==> src/rtl/uart_mmio_slave.sv <==
// uart_mmio_slave: memory-mapped UART responder for the core data bus.
// Register map (byte offsets, only bus_addr[3:2] decoded):
//   0x0 DATA   read pops RX FIFO head, write starts a TX frame
//   0x4 STATUS {frame_err, overrun, rx_valid, tx_ready, tx_busy}
//   0x8 CTRL   bit0 en
//   0xC reserved, reads 0
// Ports:
//   clk, rst        system clock, synchronous active-high reset
//   bus_valid/we    request strobe (held until bus_ready) and direction
//   bus_addr/wdata  byte offset and store data
//   bus_rdata/ready registered load data and one-cycle completion pulse
//   uart_rxd        asynchronous serial input
//   uart_txd        serial output, idles high
module uart_mmio_slave #(
    parameter int unsigned CLK_DIV       = 868,
    parameter int unsigned RX_FIFO_DEPTH = 4
) (
    input  logic        clk,
    input  logic        rst,
    input  logic        bus_valid,
    input  logic        bus_we,
    input  logic [3:0]  bus_addr,
    input  logic [31:0] bus_wdata,
    output logic [31:0] bus_rdata,
    output logic        bus_ready,
    input  logic        uart_rxd,
    output logic        uart_txd
);

    localparam int unsigned CNT_W = $clog2(CLK_DIV);
    localparam int unsigned PTR_W = $clog2(RX_FIFO_DEPTH);
    localparam int unsigned LVL_W = PTR_W + 1;

    localparam logic [CNT_W-1:0] BIT_LAST  = CNT_W'(CLK_DIV - 1);
    localparam logic [CNT_W-1:0] HALF_LAST = CNT_W'(CLK_DIV / 2 - 1);
    localparam logic [LVL_W-1:0] LVL_FULL  = LVL_W'(RX_FIFO_DEPTH);

    localparam logic [1:0] REG_DATA   = 2'd0;
    localparam logic [1:0] REG_STATUS = 2'd1;
    localparam logic [1:0] REG_CTRL   = 2'd2;

    typedef enum logic [1:0] {TX_IDLE, TX_START, TX_DATA, TX_STOP} tx_state_t;
    typedef enum logic [1:0] {RX_IDLE, RX_START, RX_DATA, RX_STOP} rx_state_t;

    // Control / status registers
    logic en;
    logic overrun;
    logic frame_err;

    // TX state
    tx_state_t        tx_state;
    logic [CNT_W-1:0] tx_cnt;
    logic [2:0]       tx_bit_idx;
    logic [7:0]       tx_shift;

    // RX state
    rx_state_t        rx_state;
    logic [CNT_W-1:0] rx_cnt;
    logic [2:0]       rx_bit_idx;
    logic [7:0]       rx_shift;
    logic             rxd_meta;
    logic             rxd_sync;
    logic             rxd_prev;

    // RX FIFO
    logic [7:0]       fifo_mem [RX_FIFO_DEPTH];
    logic [PTR_W-1:0] wr_ptr;
    logic [PTR_W-1:0] rd_ptr;
    logic [LVL_W-1:0] level;

    // Decode of the current bus request
    logic        accept_c;
    logic [1:0]  sel_c;
    logic        data_wr_c;
    logic        data_rd_c;
    logic        status_wr_c;
    logic        ctrl_wr_c;
    logic        en_next_c;
    logic        fifo_empty_c;
    logic        fifo_full_c;
    logic        pop_c;
    logic        tx_idle_c;
    logic        tx_ready_c;
    logic        tx_start_c;
    logic        rx_done_c;
    logic        push_c;
    logic        push_ok_c;
    logic        overrun_set_c;
    logic        frame_err_set_c;
    logic [31:0] rdata_c;
    logic        unused_bits;

    assign unused_bits = ^{bus_addr[1:0], bus_wdata[31:8]};

    assign accept_c    = bus_valid & ~bus_ready;
    assign sel_c       = bus_addr[3:2];
    assign data_wr_c   = accept_c &  bus_we & (sel_c == REG_DATA);
    assign data_rd_c   = accept_c & ~bus_we & (sel_c == REG_DATA);
    assign status_wr_c = accept_c &  bus_we & (sel_c == REG_STATUS);
    assign ctrl_wr_c   = accept_c &  bus_we & (sel_c == REG_CTRL);

    // Look-ahead enable so a CTRL write that clears en aborts frames on the same edge
    assign en_next_c = ctrl_wr_c ? bus_wdata[0] : en;

    assign fifo_empty_c = (level == '0);
    assign fifo_full_c  = (level == LVL_FULL);
    assign pop_c        = data_rd_c & ~fifo_empty_c;

    assign tx_idle_c  = (tx_state == TX_IDLE);
    assign tx_ready_c = en & tx_idle_c;
    assign tx_start_c = data_wr_c & tx_ready_c;

    // Stop-bit sample point decides push versus framing error
    assign rx_done_c       = (rx_state == RX_STOP) && (rx_cnt == BIT_LAST);
    assign push_c          = rx_done_c &  rxd_sync & en_next_c;
    assign frame_err_set_c = rx_done_c & ~rxd_sync & en_next_c;
    // A pop in the same cycle frees the slot, so a full FIFO still accepts
    assign push_ok_c       = push_c & (~fifo_full_c | pop_c);
    assign overrun_set_c   = push_c & fifo_full_c & ~pop_c;

    // Load data mux
    always_comb begin
        rdata_c = '0;
        case (sel_c)
            REG_DATA:   rdata_c = fifo_empty_c ? 32'd0 : {24'd0, fifo_mem[rd_ptr]};
            REG_STATUS: rdata_c = {27'd0, frame_err, overrun, ~fifo_empty_c,
                                   tx_ready_c, ~tx_idle_c};
            REG_CTRL:   rdata_c = {31'd0, en};
            default:    rdata_c = '0;
        endcase
    end

    // Bus response and control/status registers
    always_ff @(posedge clk) begin
        if (rst) begin
            bus_ready <= 1'b0;
            bus_rdata <= '0;
            en        <= 1'b0;
            overrun   <= 1'b0;
            frame_err <= 1'b0;
        end else begin
            bus_ready <= accept_c;
            bus_rdata <= (accept_c & ~bus_we) ? rdata_c : 32'd0;
            en        <= en_next_c;
            // A new error event wins over a simultaneous software clear
            overrun   <= overrun_set_c |
                         (overrun & ~(status_wr_c & bus_wdata[3]));
            frame_err <= frame_err_set_c |
                         (frame_err & ~(status_wr_c & bus_wdata[4]));
        end
    end

    // RX FIFO pointers and fill level; disabling the UART flushes it
    always_ff @(posedge clk) begin
        if (rst || !en_next_c) begin
            wr_ptr <= '0;
            rd_ptr <= '0;
            level  <= '0;
        end else begin
            if (push_ok_c) begin
                wr_ptr <= wr_ptr + PTR_W'(1);
            end
            if (pop_c) begin
                rd_ptr <= rd_ptr + PTR_W'(1);
            end
            level <= level + LVL_W'(push_ok_c) - LVL_W'(pop_c);
        end
    end

    // RX FIFO storage
    always_ff @(posedge clk) begin
        if (push_ok_c) begin
            fifo_mem[wr_ptr] <= rx_shift;
        end
    end

    // TX serialiser: start, 8 data bits LSB first, stop
    always_ff @(posedge clk) begin
        if (rst) begin
            tx_state   <= TX_IDLE;
            tx_cnt     <= '0;
            tx_bit_idx <= '0;
            tx_shift   <= '0;
            uart_txd   <= 1'b1;
        end else if (!en_next_c) begin
            tx_state   <= TX_IDLE;
            tx_cnt     <= '0;
            tx_bit_idx <= '0;
            uart_txd   <= 1'b1;
        end else begin
            case (tx_state)
                TX_IDLE: begin
                    uart_txd <= 1'b1;
                    if (tx_start_c) begin
                        tx_state   <= TX_START;
                        tx_cnt     <= '0;
                        tx_bit_idx <= '0;
                        tx_shift   <= bus_wdata[7:0];
                        uart_txd   <= 1'b0;
                    end
                end
                TX_START: begin
                    if (tx_cnt == BIT_LAST) begin
                        tx_state <= TX_DATA;
                        tx_cnt   <= '0;
                        uart_txd <= tx_shift[0];
                        tx_shift <= {1'b0, tx_shift[7:1]};
                    end else begin
                        tx_cnt <= tx_cnt + CNT_W'(1);
                    end
                end
                TX_DATA: begin
                    if (tx_cnt == BIT_LAST) begin
                        tx_cnt <= '0;
                        if (tx_bit_idx == 3'd7) begin
                            tx_state <= TX_STOP;
                            uart_txd <= 1'b1;
                        end else begin
                            tx_bit_idx <= tx_bit_idx + 3'd1;
                            uart_txd   <= tx_shift[0];
                            tx_shift   <= {1'b0, tx_shift[7:1]};
                        end
                    end else begin
                        tx_cnt <= tx_cnt + CNT_W'(1);
                    end
                end
                TX_STOP: begin
                    if (tx_cnt == BIT_LAST) begin
                        tx_state <= TX_IDLE;
                        tx_cnt   <= '0;
                    end else begin
                        tx_cnt <= tx_cnt + CNT_W'(1);
                    end
                end
                default: begin
                    tx_state <= TX_IDLE;
                    uart_txd <= 1'b1;
                end
            endcase
        end
    end

    // Two-flop synchroniser plus edge history for the asynchronous RX pin
    always_ff @(posedge clk) begin
        if (rst) begin
            rxd_meta <= 1'b1;
            rxd_sync <= 1'b1;
            rxd_prev <= 1'b1;
        end else begin
            rxd_meta <= uart_rxd;
            rxd_sync <= rxd_meta;
            rxd_prev <= rxd_sync;
        end
    end

    // RX deserialiser: half-bit start qualification, then bit-centre sampling
    always_ff @(posedge clk) begin
        if (rst) begin
            rx_state   <= RX_IDLE;
            rx_cnt     <= '0;
            rx_bit_idx <= '0;
            rx_shift   <= '0;
        end else if (!en_next_c) begin
            rx_state   <= RX_IDLE;
            rx_cnt     <= '0;
            rx_bit_idx <= '0;
        end else begin
            case (rx_state)
                RX_IDLE: begin
                    if (rxd_prev && !rxd_sync) begin
                        rx_state <= RX_START;
                        rx_cnt   <= '0;
                    end
                end
                RX_START: begin
                    if (rx_cnt == HALF_LAST) begin
                        rx_cnt     <= '0;
                        rx_bit_idx <= '0;
                        // Line back high at mid start bit means a glitch
                        rx_state   <= rxd_sync ? RX_IDLE : RX_DATA;
                    end else begin
                        rx_cnt <= rx_cnt + CNT_W'(1);
                    end
                end
                RX_DATA: begin
                    if (rx_cnt == BIT_LAST) begin
                        rx_cnt   <= '0;
                        rx_shift <= {rxd_sync, rx_shift[7:1]};
                        if (rx_bit_idx == 3'd7) begin
                            rx_state <= RX_STOP;
                        end else begin
                            rx_bit_idx <= rx_bit_idx + 3'd1;
                        end
                    end else begin
                        rx_cnt <= rx_cnt + CNT_W'(1);
                    end
                end
                RX_STOP: begin
                    if (rx_cnt == BIT_LAST) begin
                        rx_state <= RX_IDLE;
                        rx_cnt   <= '0;
                    end else begin
                        rx_cnt <= rx_cnt + CNT_W'(1);
                    end
                end
                default: rx_state <= RX_IDLE;
            endcase
        end
    end

endmodule

==> config.mk <==
export PLATFORM = sky130hd
export DESIGN_NAME = uart_mmio_slave
export DESIGN_NICKNAME = d
export VERILOG_FILES = /design/src/rtl/uart_mmio_slave.sv
export SDC_FILE = /design/constraint.sdc
export NUM_CORES = 1
export LEC_CHECK = 0
export BUFFER_PORTS_ARGS = -buffer_cell sky130_fd_sc_hd__clkbuf_2
export CORE_ASPECT_RATIO = 0.9
export CORE_UTILIZATION = 45
export CTS_BUF_LIST = sky130_fd_sc_hd__clkbuf_8
export DETAILED_ROUTE_END_ITERATION = 7
export HOLD_SLACK_MARGIN = 0.15
export PLACE_DENSITY = 0.65
export SYNTH_ARGS = -nofsm -noshare
export SYNTH_HDL_FRONTEND = slang
export SYNTH_SLANG_ARGS = --single-unit
export TNS_END_PERCENT = 20
==> constraint.sdc <==
create_clock -name clk -period 4.7 [get_ports clk]
set_clock_uncertainty 0.2 [all_clocks]
set_input_delay 0.705 -clock clk [delete_from_list [all_inputs] [get_ports clk]]
set_output_delay 0.705 -clock clk [all_outputs]
set_load 0.1 [all_outputs]
==> impl_results.md <==
* Maximum capacitance violations at 0
* Area post-placement at about 5000 sq um
* CTS buffer count at 9
* Power per cell area at around 310 nW/um^2
* Synth area leader: dfxtp_1
* CTS Hold Bufs at 0
* YS warnings at 0
* CP cell instances: clkbuf_2 -> and4bb_4 -> nand3_4 -> a2111oi_4 -> inv_1 -> ha_1 -> inv_1 -> ha_1 -> fa_1 -> xnor2_1 -> nor2_1
* Post-synthesis sequential area ratio at 0.484
* Commonest non-fill, non-tap cells in the layout: dfxtp_1 (71), nor2_1 (46), edfxtp_1 (32)
* Worst hold endpoint: rxd_sync
* Layout area overhead at 6.49%
* Synth Register Bits at about 100
* Slowest stage delay, CP at roughly 0.53 ns
* Ys async rst share at 0
* Sum of buffers and inverters on the critical path at 3
* Status: completed
* Yosys cell types at between 60 and 70
* Hold WS at 0.215 ns
* Fin crit period at between 3 and 4 ns
* PortBufs at 24
* Sequential Power Share at 0.567
* RSZ-0062 raised after global routing: false
* Non-Filler Instances at just over 600
* Number of nets with antenna violations after routing at 0
* RR Endpoint: level[2]
* Std cell rows at 35
* Final Util at 0.503
* Die height at 101 um
* Comb pwr share at 0.074
* WL final at ~8800 um
* Critical Path Fanout Max at 12
* Starting DRT DRC Count at roughly 180
* Yosys top cell area share at 0.289
* Worst Hold Class: reg2reg
* Clock Path Buffers at 2
* GRT Residual Overflow at 0
* Syn_area_per_cell at about 11 sq um
* Die width at roughly 110 um
* Initial Util at 0.472
* Post-DP HPWL at 6150 um
* Actual transition at the worst max-transition pin at between 0.7 and 0.8 ns
* Core area at approximately 10000 sq um
* TritonRoute pass-1 iters at 7
* Crit share post-route at 0.662
* I/O Pins at 75
* Slew Viols, Final at 0
* Largest net degree at the start of global routing at 29
* Post-CTS setup buffers at 0
* Critical path class: in2reg
* CTS clk-pin slew, worst paths at around 0.10 ns
* Hold Vio Cnt, Final at 0
* Post-CTS Resized at 0
* Worst setup SP type: primary input
* Vias at 3305
* Critical path arrival at 3.16 ns
* Clk sinks at between 100 and 150
* Commonest non-fill, non-tap cell in the layout: dfxtp_1
* Final setup violation count at 0
* Syn Inst Count at about 460
* Critical path data required time at roughly 4.8 ns
* Max VDD drop at between 0.2 and 0.25 mV
* Detailed-route DRC error count at 0
* Clock power share at 0.359
* Mapped Area at between 4000 and 5000 sq um
* Max transition margin at 0.480
* CP delay by family, top: adder cells
* Most used DFF post-synth: dfxtp_1
* Final GP Congestion at between 0.7 and 0.8
* Die ar. at roughly 11000 sq um
* Worst flop-to-flop path startpoint: rx_cnt[1]
* Post-synth EDFFs at 32
* CTS tree: done
* Design Power at roughly 1.6 mW
* Share of cells above drive strength 1 at 0.163
* P_int at about 1.2 mW
* Clk_lat worst skew at 0.36 ns
* Reg2reg setup slack at 1.63 ns
* Critical path endpoint category: flop
* Vias in the first global route at 3153
* Routed len/inst at 14.6 um
* Lkg Pwr at 1.87 nW
* H-Tree Depth at 3
* Fin area at 5240 sq um
* First-pass GRT wire length at 14900 um
* CP max stage cell: a2111oi_4
* Fillcell total at approximately 940
* Post-DR vias/cell at roughly 5.4
* Switching power share of the total at 0.266
* DP Cell Count at between 500 and 600
* Final nets at ~530
* R2R cell count at 10
* Gr usage total at 0.167
* Area contributors post-synth: dfxtp_1 (29%), edfxtp_1 (20%), ha_1 (4.6%)
* Post-Place Setup Slack at roughly 1.2 ns
* NetSw at between 400 and 500 uW
* Maximum achievable frequency at ~320 MHz
* Hold path depth at 1
* Total Neg Setup Slack at 0 ns
* Fin worst setup slack at ~1.6 ns
* Initial antenna violation count at 0
* Worst hold start: rxd_meta
* CTS Root Cell: clkbuf_8
* ANT cells at 0
==> worst reg2reg max path: stages (launching register included) <==
cell and delay (ns):
dfxtp_1 0.42, ha_1 0.36, nand4_4 0.21, a2111oi_4 0.57, inv_1 0.09, ha_1 0.29
inv_1 0.04, ha_1 0.18, fa_1 0.37, xnor2_1 0.17, nor2_1 0.05
==> registers in the layout, summed over array words and instances, names as in the netlist, 2 cells and up, named ones only <==
signal / flops
tx_cnt: 10
tx_bit_idx: 3
rx_shift: 8
rx_cnt: 10
fifo_mem: 32
level: 3
rd_ptr: 2
tx_shift: 8
wr_ptr: 2
rx_bit_idx: 3
bus_rdata: 8
tx_state: 2
==> per-layer routing <==
metal | track usage | share of wire | up-vias
met5 | 0 | 0 | -
met4 | 0.0513 | 0.0094 | 0
met3 | 0.0437 | 0.030 | 6
met2 | 0.288 | 0.49 | 59
met1 | 0.209 | 0.47 | 1616
li1 | - | - | 1624
==> power groups by stage <==
stage | Combinational [mW] | Sequential (mW) | Clock, mW
CTS | 0.119 | 0.913 | 0.598
global placement | 0.118 | 0.934 | 0
detailed placement | 0.119 | 0.934 | 0
global route | 0.124 | 0.914 | 0.639
finish | 0.119 | 0.913 | 0.579
floorplan | 0.119 | 0.937 | 0
==> synthesized netlist by cell type (3+ instances only) <==
library cell	n
xnor2_1	6
ha_1	18
and2_1	7
edfxtp_1	32
or2_2	5
a211oi_1	3
nand2b_1	5
buf_4	28
xor2_1	7
nand2_1	30
nand3_1	15
or3_1	4
clkbuf_1	7
nor3b_1	4
nor3_1	10
inv_1	17
a22oi_1	8
nand4_1	8
nor2_1	46
buf_2	6
a21oi_1	17
dfxtp_1	71
a311oi_1	6
mux2i_1	20
o21ai_0	6
and3_1	3
a31oi_1	8
mux4_2	8
==> area by class of cell <==
cell class                 instances  area, sq um  share of cell area
clock buffer                       9          124              0.0236
clock inverter                     7         90.1              0.0172
inverter                          17         63.8              0.0122
multi-input combinational        316         2280               0.436
sequential                       103         2380               0.455
tap                              129          161              0.0308
timing repair buffer              26          135              0.0258
==> how the worst max path moves through the flow <==
stage,start,to,slack (ns),depth (start not counted)
floorplan,bus_ready,level[2],1.37,10
global placement,bus_addr[2],level[2],1.25,11
detailed placement,bus_addr[2],level[2],1.20,11
CTS,bus_addr[2],level[2],1.60,11
global route,rx_cnt[1],level[2],1.41,10
finish,bus_addr[2],level[2],1.59,11
==> cell families after synthesis <==
group | count (synthesis) | share of synthesized area
AND/OR/NAND/NOR | 160 | 0.179
flip-flops | 103 | 0.484
AO/OA/AOI/OAI | 72 | 0.116
buffers and inverters | 59 | 0.0694
multiplexers | 28 | 0.0773
adder cells (fa/ha/maj) | 19 | 0.0498
XOR/XNOR | 13 | 0.0231
other | 1 | 0.000762
No activity file was read; power rests on OpenSTA's default activity.
